--- src/rtl/mem_arb_pkg.sv ---
// Shared constants, tag type and width helpers for the memory arbiter.
// Imported by the interface, the round-robin sub-module and the top.
package mem_arb_pkg;

   localparam int DEF_DATA_W  = 16;
   localparam int DEF_ADDR_W  = 32;
   localparam int DEF_N_PORTS = 2;
   localparam int DEF_RD_LAT  = 1;

   // Wide enough for a port index of up to 8 requesters.
   localparam int PORT_W = 3;

   typedef struct packed {
      logic              valid;
      logic [PORT_W-1:0] port;
   } tag_t;

   function automatic int clog2(input int value);
      int r;
      r = 0;
      for (int i = 0; i < 16; i++) begin
         if ((1 << i) < value) r = i + 1;
      end
      return r;
   endfunction

   // A single-port arbiter still needs a 1-bit pointer register.
   function automatic int ptr_width(input int n);
      return (clog2(n) < 1) ? 1 : clog2(n);
   endfunction

endpackage

--- src/rtl/mem_arbiter_if.sv ---
// Requester and memory-side bus of the arbiter: slave is the arbiter's view,
// master is the view of whatever drives requests and models the memory.
interface mem_arbiter_if
   import mem_arb_pkg::*;
#(
   parameter int N_PORTS = DEF_N_PORTS,
   parameter int DATA_W  = DEF_DATA_W,
   parameter int ADDR_W  = DEF_ADDR_W
) ();

   logic [N_PORTS-1:0]        req_valid;
   logic [N_PORTS-1:0]        req_we;
   logic [N_PORTS*ADDR_W-1:0] req_addr;
   logic [N_PORTS*DATA_W-1:0] req_wdata;
   logic [N_PORTS-1:0]        stall;
   logic [N_PORTS-1:0]        rsp_valid;
   logic [DATA_W-1:0]         rsp_data;
   logic                      mem_read_enable;
   logic                      mem_write_enable;
   logic [ADDR_W-1:0]         mem_addr;
   logic [DATA_W-1:0]         mem_write_data;
   logic [DATA_W-1:0]         mem_read_data;
   logic                      mem_ready;

   modport slave (
      input  req_valid, req_we, req_addr, req_wdata, mem_read_data, mem_ready,
      output stall, rsp_valid, rsp_data,
      output mem_read_enable, mem_write_enable, mem_addr, mem_write_data
   );

   modport master (
      output req_valid, req_we, req_addr, req_wdata, mem_read_data, mem_ready,
      input  stall, rsp_valid, rsp_data,
      input  mem_read_enable, mem_write_enable, mem_addr, mem_write_data
   );

endinterface

--- src/rtl/rr_arbiter.sv ---
// Round-robin selector: the first requester at or after rr_ptr wins, and the
// pointer moves just past the winner on every grant.
module rr_arbiter
   import mem_arb_pkg::*;
#(
   parameter int N = DEF_N_PORTS
) (
   input  logic         clk,
   input  logic         clr_n,
   input  logic [N-1:0] req,
   input  logic         en,
   output logic [N-1:0] grant
);

   localparam int PTR_W = ptr_width(N);

   logic [PTR_W-1:0] rr_ptr;
   logic [PTR_W-1:0] ptr_next;
   logic             found;

   // NOTE: every output of a combinational block gets a default before any
   // branch; a path that leaves one unassigned would infer a latch.
   always_comb begin
      grant    = '0;
      ptr_next = rr_ptr;
      found    = 1'b0;
      if (en) begin
         for (int i = 0; i < N; i++) begin
            for (int j = 0; j < N; j++) begin
               if (!found && req[j] && (j == (int'(rr_ptr) + i) % N)) begin
                  grant[j] = 1'b1;
                  ptr_next = PTR_W'((j + 1) % N);
                  found    = 1'b1;
               end
            end
         end
      end
   end

   // NOTE: registers take non-blocking assignments so every flop samples the
   // pre-edge values regardless of statement order.
   always_ff @(posedge clk) begin
      if (!clr_n) rr_ptr <= '0;
      else        rr_ptr <= ptr_next;
   end

endmodule

--- src/rtl/mem_arbiter.sv ---
// N-port round-robin arbiter onto a single memory command port, with a tag
// pipeline that routes each read response back to the port that issued it.
module mem_arbiter
   import mem_arb_pkg::*;
#(
   parameter int DATA_W  = DEF_DATA_W,
   parameter int ADDR_W  = DEF_ADDR_W,
   parameter int N_PORTS = DEF_N_PORTS,
   parameter int RD_LAT  = DEF_RD_LAT
) (
   input  logic          clk,
   input  logic          clr_n,
   input  logic          pulse_en,
   mem_arbiter_if.slave  bus
);

   logic [N_PORTS-1:0] grant;
   logic               sel_we;
   logic [ADDR_W-1:0]  sel_addr;
   logic [DATA_W-1:0]  sel_wdata;
   logic [PORT_W-1:0]  sel_port;
   tag_t               tag_pipe [RD_LAT+1];

   // Holding the enable low in reset forces grant to zero, so stall == req_valid.
   rr_arbiter #(.N(N_PORTS)) u_rr (
      .clk   (clk),
      .clr_n (clr_n),
      .req   (bus.req_valid),
      .en    (pulse_en & bus.mem_ready & clr_n),
      .grant (grant)
   );

   assign bus.stall = bus.req_valid & ~grant;

   always_comb begin
      sel_we    = 1'b0;
      sel_addr  = '0;
      sel_wdata = '0;
      sel_port  = '0;
      for (int i = 0; i < N_PORTS; i++) begin
         if (grant[i]) begin
            sel_we    = bus.req_we[i];
            sel_addr  = bus.req_addr[i*ADDR_W +: ADDR_W];
            sel_wdata = bus.req_wdata[i*DATA_W +: DATA_W];
            sel_port  = PORT_W'(i);
         end
      end
   end

   // NOTE: the tag pipeline is reset along with the control flops; a stale
   // valid bit surviving reset would emit a phantom response.
   always_ff @(posedge clk) begin
      if (!clr_n) begin
         bus.mem_read_enable  <= 1'b0;
         bus.mem_write_enable <= 1'b0;
         bus.mem_addr         <= '0;
         bus.mem_write_data   <= '0;
         bus.rsp_valid        <= '0;
         bus.rsp_data         <= '0;
         for (int k = 0; k <= RD_LAT; k++) tag_pipe[k] <= '0;
      end else begin
         bus.mem_read_enable  <= (|grant) & ~sel_we;
         bus.mem_write_enable <= (|grant) & sel_we;
         if (|grant) begin
            bus.mem_addr       <= sel_addr;
            bus.mem_write_data <= sel_wdata;
         end

         // Stage k is valid in the k-th cycle after the read enable; the last
         // stage lines up with the cycle mem_read_data is sampled.
         tag_pipe[0].valid <= (|grant) & ~sel_we;
         tag_pipe[0].port  <= sel_port;
         for (int k = 1; k <= RD_LAT; k++) tag_pipe[k] <= tag_pipe[k-1];

         for (int i = 0; i < N_PORTS; i++) begin
            bus.rsp_valid[i] <= tag_pipe[RD_LAT].valid &&
                                (tag_pipe[RD_LAT].port == PORT_W'(i));
         end
         if (tag_pipe[RD_LAT].valid) bus.rsp_data <= bus.mem_read_data;
      end
   end

endmodule

--- src/flat_wrapper.sv ---
// flat-port wrapper written by rule: the top's interface ports become plain ports
module mem_arbiter_flat import mem_arb_pkg::*;
#(
   parameter int DATA_W  = DEF_DATA_W,
   parameter int ADDR_W  = DEF_ADDR_W,
   parameter int N_PORTS = DEF_N_PORTS,
   parameter int RD_LAT  = DEF_RD_LAT
)
  (clk, clr_n, pulse_en, bus_req_valid, bus_req_we, bus_req_addr, bus_req_wdata, bus_mem_read_data, bus_mem_ready, bus_stall, bus_rsp_valid, bus_rsp_data, bus_mem_read_enable, bus_mem_write_enable, bus_mem_addr, bus_mem_write_data);
  mem_arbiter_if #(.N_PORTS(N_PORTS), .DATA_W(DATA_W), .ADDR_W(ADDR_W)) bus_i ();
  input  logic clk;
  input  logic clr_n;
  input  logic pulse_en;
  input wire logic [$bits(bus_i.req_valid)-1:0] bus_req_valid;
  input wire logic [$bits(bus_i.req_we)-1:0] bus_req_we;
  input wire logic [$bits(bus_i.req_addr)-1:0] bus_req_addr;
  input wire logic [$bits(bus_i.req_wdata)-1:0] bus_req_wdata;
  input wire logic [$bits(bus_i.mem_read_data)-1:0] bus_mem_read_data;
  input wire logic [$bits(bus_i.mem_ready)-1:0] bus_mem_ready;
  output wire logic [$bits(bus_i.stall)-1:0] bus_stall;
  output wire logic [$bits(bus_i.rsp_valid)-1:0] bus_rsp_valid;
  output wire logic [$bits(bus_i.rsp_data)-1:0] bus_rsp_data;
  output wire logic [$bits(bus_i.mem_read_enable)-1:0] bus_mem_read_enable;
  output wire logic [$bits(bus_i.mem_write_enable)-1:0] bus_mem_write_enable;
  output wire logic [$bits(bus_i.mem_addr)-1:0] bus_mem_addr;
  output wire logic [$bits(bus_i.mem_write_data)-1:0] bus_mem_write_data;
  assign bus_i.req_valid = bus_req_valid;
  assign bus_i.req_we = bus_req_we;
  assign bus_i.req_addr = bus_req_addr;
  assign bus_i.req_wdata = bus_req_wdata;
  assign bus_i.mem_read_data = bus_mem_read_data;
  assign bus_i.mem_ready = bus_mem_ready;
  assign bus_stall = bus_i.stall;
  assign bus_rsp_valid = bus_i.rsp_valid;
  assign bus_rsp_data = bus_i.rsp_data;
  assign bus_mem_read_enable = bus_i.mem_read_enable;
  assign bus_mem_write_enable = bus_i.mem_write_enable;
  assign bus_mem_addr = bus_i.mem_addr;
  assign bus_mem_write_data = bus_i.mem_write_data;
  mem_arbiter #(.DATA_W(DATA_W), .ADDR_W(ADDR_W), .N_PORTS(N_PORTS), .RD_LAT(RD_LAT)) u_core (.clk(clk), .clr_n(clr_n), .pulse_en(pulse_en), .bus(bus_i));
endmodule
--- config.mk ---
export PLATFORM = sky130hd
export DESIGN_NAME = mem_arbiter_flat
export DESIGN_NICKNAME = d
export VERILOG_FILES = /design/src/rtl/mem_arb_pkg.sv /design/src/rtl/mem_arbiter_if.sv /design/src/rtl/rr_arbiter.sv /design/src/rtl/mem_arbiter.sv /design/src/flat_wrapper.sv
export SDC_FILE = /design/constraint.sdc
export NUM_CORES = 1
export LEC_CHECK = 0
export ABC_AREA = 1
export BUFFER_PORTS_ARGS = -buffer_cell sky130_fd_sc_hd__clkbuf_2
export CORE_UTILIZATION = 40
export CTS_CLUSTER_DIAMETER = 60
export DETAILED_ROUTE_END_ITERATION = 7
export PLACE_DENSITY = 0.75
export SLEW_MARGIN = 25
export SYNTH_ARGS = -nofsm -noshare
export SYNTH_HDL_FRONTEND = slang
export SYNTH_HIERARCHICAL = 1
export SYNTH_SLANG_ARGS = --single-unit
--- constraint.sdc ---
create_clock -name clk -period 1.3 [get_ports clk]
set_input_delay 0.065 -clock clk [delete_from_list [all_inputs] [get_ports clk]]
set_output_delay 0.065 -clock clk [all_outputs]
set_load 0.1 [all_outputs]
==> flow_summary_export.csv <==
group,metric,value,unit
run_status,status,"finished, violations left",
run_status,violations,"setup timing",
placement,post_dp_cell_area,4460,um^2
logic_synthesis,ys_warn_count,6,
timing,fmax,0.720,GHz
timing,tightest_slew,0.967,ns
logic_synthesis,synth_top_area_share,43.5,%
die,start_util,42.0,%
flow_run,maxCapViolations,0,
logic_synthesis,ys_types,22,
setup_path,end_kind,"output pin",
die,dieArea,8660,um^2
placement,finalWeightedCongestion,0.765,
global_routing,gr-total-overflow,0,
die,core_area,7890,um^2
setup_path,critPathTopFamily,"buffers and inverters",
cells_and_area,antenna_cells,0,
pwr,p_comb_share,26.0,%
setup_path,required,1.24,ns
cells_and_area,nFillCells,671,
timing,relSlewSlack,35.5,%
pwr,power.share.switching,35.2,%
die,io_pins,190,
pwr,clockPowerShare,32.2,%
placement,hpwl,6760,um
timing,rsz0062_at_grt,"true",
route,antenna_left,0,
placement,dp.cells,755,
global_routing,grt_pass1_wl,15900,um
setup_path,slowest_stage,"dfxtp_2",
die,die_x,93.0,um
logic_synthesis,ys_ff_latch,72,
timing,timing.final.ws_setup,-0.0886,ns
setup_path,arrival,1.32,ns
timing,final-hold-violation-count,0,
route,wire_per_inst,12.7,um
route,drt_wl_total,10200,um
timing,finalSetupViolations,51,
timing,maxSlewViolCount,0,
pwr,leakagePower,2.78,nW
global_routing,grt_antenna_before_repair,0,
setup_path,max_stage_delay,0.34,ns
pwr,ir_worst_vdd,0.000665,V
cells_and_area,drive_above_1_share,48.8,%
pwr,power_density,1060,nW/um^2
setup_path,worstSetupPathType,"reg -> out",
route,vias,3781,
placement,io_buffers,189,
route,drc_errors,0,
pwr,power_frac_seq,41.8,%
setup_path,crit_buf_inv,4,
logic_synthesis,syn_nets,596,
pwr,total_power,0.00563,W
clock_tree,cts_buffer_depth,2,
placement,post-place-ws,-0.129,ns
global_routing,grt_max_degree,69,
logic_synthesis,synthCells,476,
route,drt-vias-per-instance,4.71,
cells_and_area,layout-area-overhead-vs-synth,60.4,%
timing,fin_skew,0.0120,ns
cells_and_area,instances_no_fill,803,
logic_synthesis,yosysTopAreaCell,"dfxtp_1",
logic_synthesis,yosysSeqAreaShare,43.5,%
global_routing,grt_pass1_vias,3459,
setup_path,worst-path-max-fanout,2,
clock_tree,path_clk_slew,0.08,ns
setup_path,start_kind,"register",
clock_tree,clk_latency,0.35,ns
cells_and_area,fin_area,5320,um^2
clock_tree,h-tree-depth,3,
clock_tree,numCtsBuffers,9,
die,row_count,32,
timing,hold_ws,0.0138,ns
global_routing,grt_use_total,23.2,%
logic_synthesis,syn_area,3320,um^2
clock_tree,cts_tree,"built",
cells_and_area,nNetsFinal,816,
clock_tree,cts-root-buf,"clkbuf_8",
pwr,internal-power,0.00365,W
route,first_pass_iters,5,
timing,min_period_over_period,107,%
clock_tree,cts.sinks,72,
logic_synthesis,synthTopCellsByArea,"dfxtp_1 (43%), nand2_1 (17%), nor2_1 (12%)",
die,die_h,93.0,um
timing,fin_crit,1.39,ns
route,drt_iter0_markers,79,
worst_hold_path,hp-class,"in -> reg",
setup_path,crit_chain,"buf_6, nand2_4, nand2_4, inv_4, buf_6, nor2_4, buf_12",
logic_synthesis,synth.avg_cell_area,6.97,um^2
pwr,p_sw,0.00198,W
[power groups by stage]
| stage | logic (W) | clock network, W | registers (W) |
|---|---|---|---|
| floorplan | 0.000344 | 0 | 0.00298 |
| global placement | 0.00127 | 0 | 0.00239 |
| detailed placement | 0.00128 | 0 | 0.00240 |
| CTS | 0.00144 | 0.00184 | 0.00235 |
| global route | 0.00154 | 0.00195 | 0.00236 |
| finish | 0.00146 | 0.00181 | 0.00235 |
[worst min-delay path, stage by stage]
cell and delay [ns]:
clkbuf_2 0.10, o21ai_2 0.07, nor3_2 0.08
[kinds of logic (layout without fill, tap and decap cells)]
logic type / Yosys count / after routing / synth area share, %
AO/OA/AOI/OAI: 66 / 66 / 13.5
AND/OR/NAND/NOR: 292 / 292 / 35.7
buffers and inverters: 46 / 271 / 7.40
flip-flops: 72 / 72 / 43.5
[flip-flops by register name, indices dropped and copies added, names as in the netlist]
name / count
u_core/bus.rsp_valid: 2
u_core/u_rr/rr_ptr: 1
u_core/bus.rsp_data: 16
u_core/bus.mem_addr: 32
u_core/tag_pipe: 4
u_core/bus.mem_write_data: 16
u_core/bus.mem_write_enable: 1
[cell usage in the layout (no fill, tap or decap), drive strengths merged, types with 2 or more instances in the layout]
cell / count
clkbuf: 188
nand2: 155
o21ai: 64
clkinvlp: 3
inv: 16
nor3: 2
nor2: 132
nand3: 2
buf: 45
clkinv: 2
dfxtp: 72
a21oi: 2
dlygate4sd3: 16
[cells in the mapped netlist]
library cell  count
buf_4             1
inv_1            11
buf_6             3
nand2_1         154
nor2_1          107
buf_2            19
o21ai_1          26
nor2_2           24
nand3_1           2
nor2_8            1
clkinv_1          1
and2_1            1
nor3_1            2
clkbuf_1          6
a21oi_1           1
inv_2             3
dfxtp_1          72
nand2_2           1
a21oi_2           1
o21ai_0           8
buf_8             2
o21ai_2          30
[cell type report]
cell class,instances,area [um^2],area share [%]
clock buffers,9,124,2.33
clock inverters,7,78.8,1.48
inverters,15,63.8,1.20
multi-input cells,358,1820,34.2
flip-flops and latches,72,1440,27.1
well taps,102,128,2.40
repair buffers,240,1670,31.3
[worst paths after layout]
| path | startpoint | endpoint | slack [ns] | cells after the start |
|---|---|---|---|---|
| setup reg to reg | u_core/u_rr/rr_ptr$_SDFFE_PN0P_ | u_core/bus.mem_write_data[5]$_SDFFE_PN0P_ | -0.07 | 9 |
| hold / removal | bus_req_we[1] | u_core/bus.mem_write_enable$_SDFF_PN0_ | 0.01 | 3 |
| setup / recovery | u_core/u_rr/rr_ptr$_SDFFE_PN0P_ | bus_stall[0] | -0.09 | 7 |
| hold reg to reg | u_core/tag_pipe[0][0]$_SDFF_PN0_ | u_core/tag_pipe[0][4]$_SDFF_PN0_ | 0.42 | 2 |
[metal layers]
metal	wire [um]	part of all wire (%)	track usage, %	up-vias
met5	0	0	0	-
li1	-	-	-	1916
met2	5290	52	42.0	155
met4	208	2.0	10.8	0
met1	4170	41	26.5	1687
met3	542	5.3	3.98	23
[through the flow]
step | TNS, ns | utilization (%)
floorplan | -0.0160 | -
global placement | -2.59 | 56.6
detailed placement | -4.28 | 56.6
CTS | -2.51 | 66.1
global route | -4.74 | 67.4
finish | -1.69 | 67.4
[what timing repair did]
action / 4_1_cts / 5_1_grt
hold buffers: 16 / 0
hold endpoints to repair: 16 / 0
gates resized for setup: 55 / 21
endpoints found under the setup margin: 52 / 56
pin swaps: 6 / 3
cloned: 4 / 2
setup buffers: 9 / 2
No activity file was read; power rests on OpenSTA's default activity.
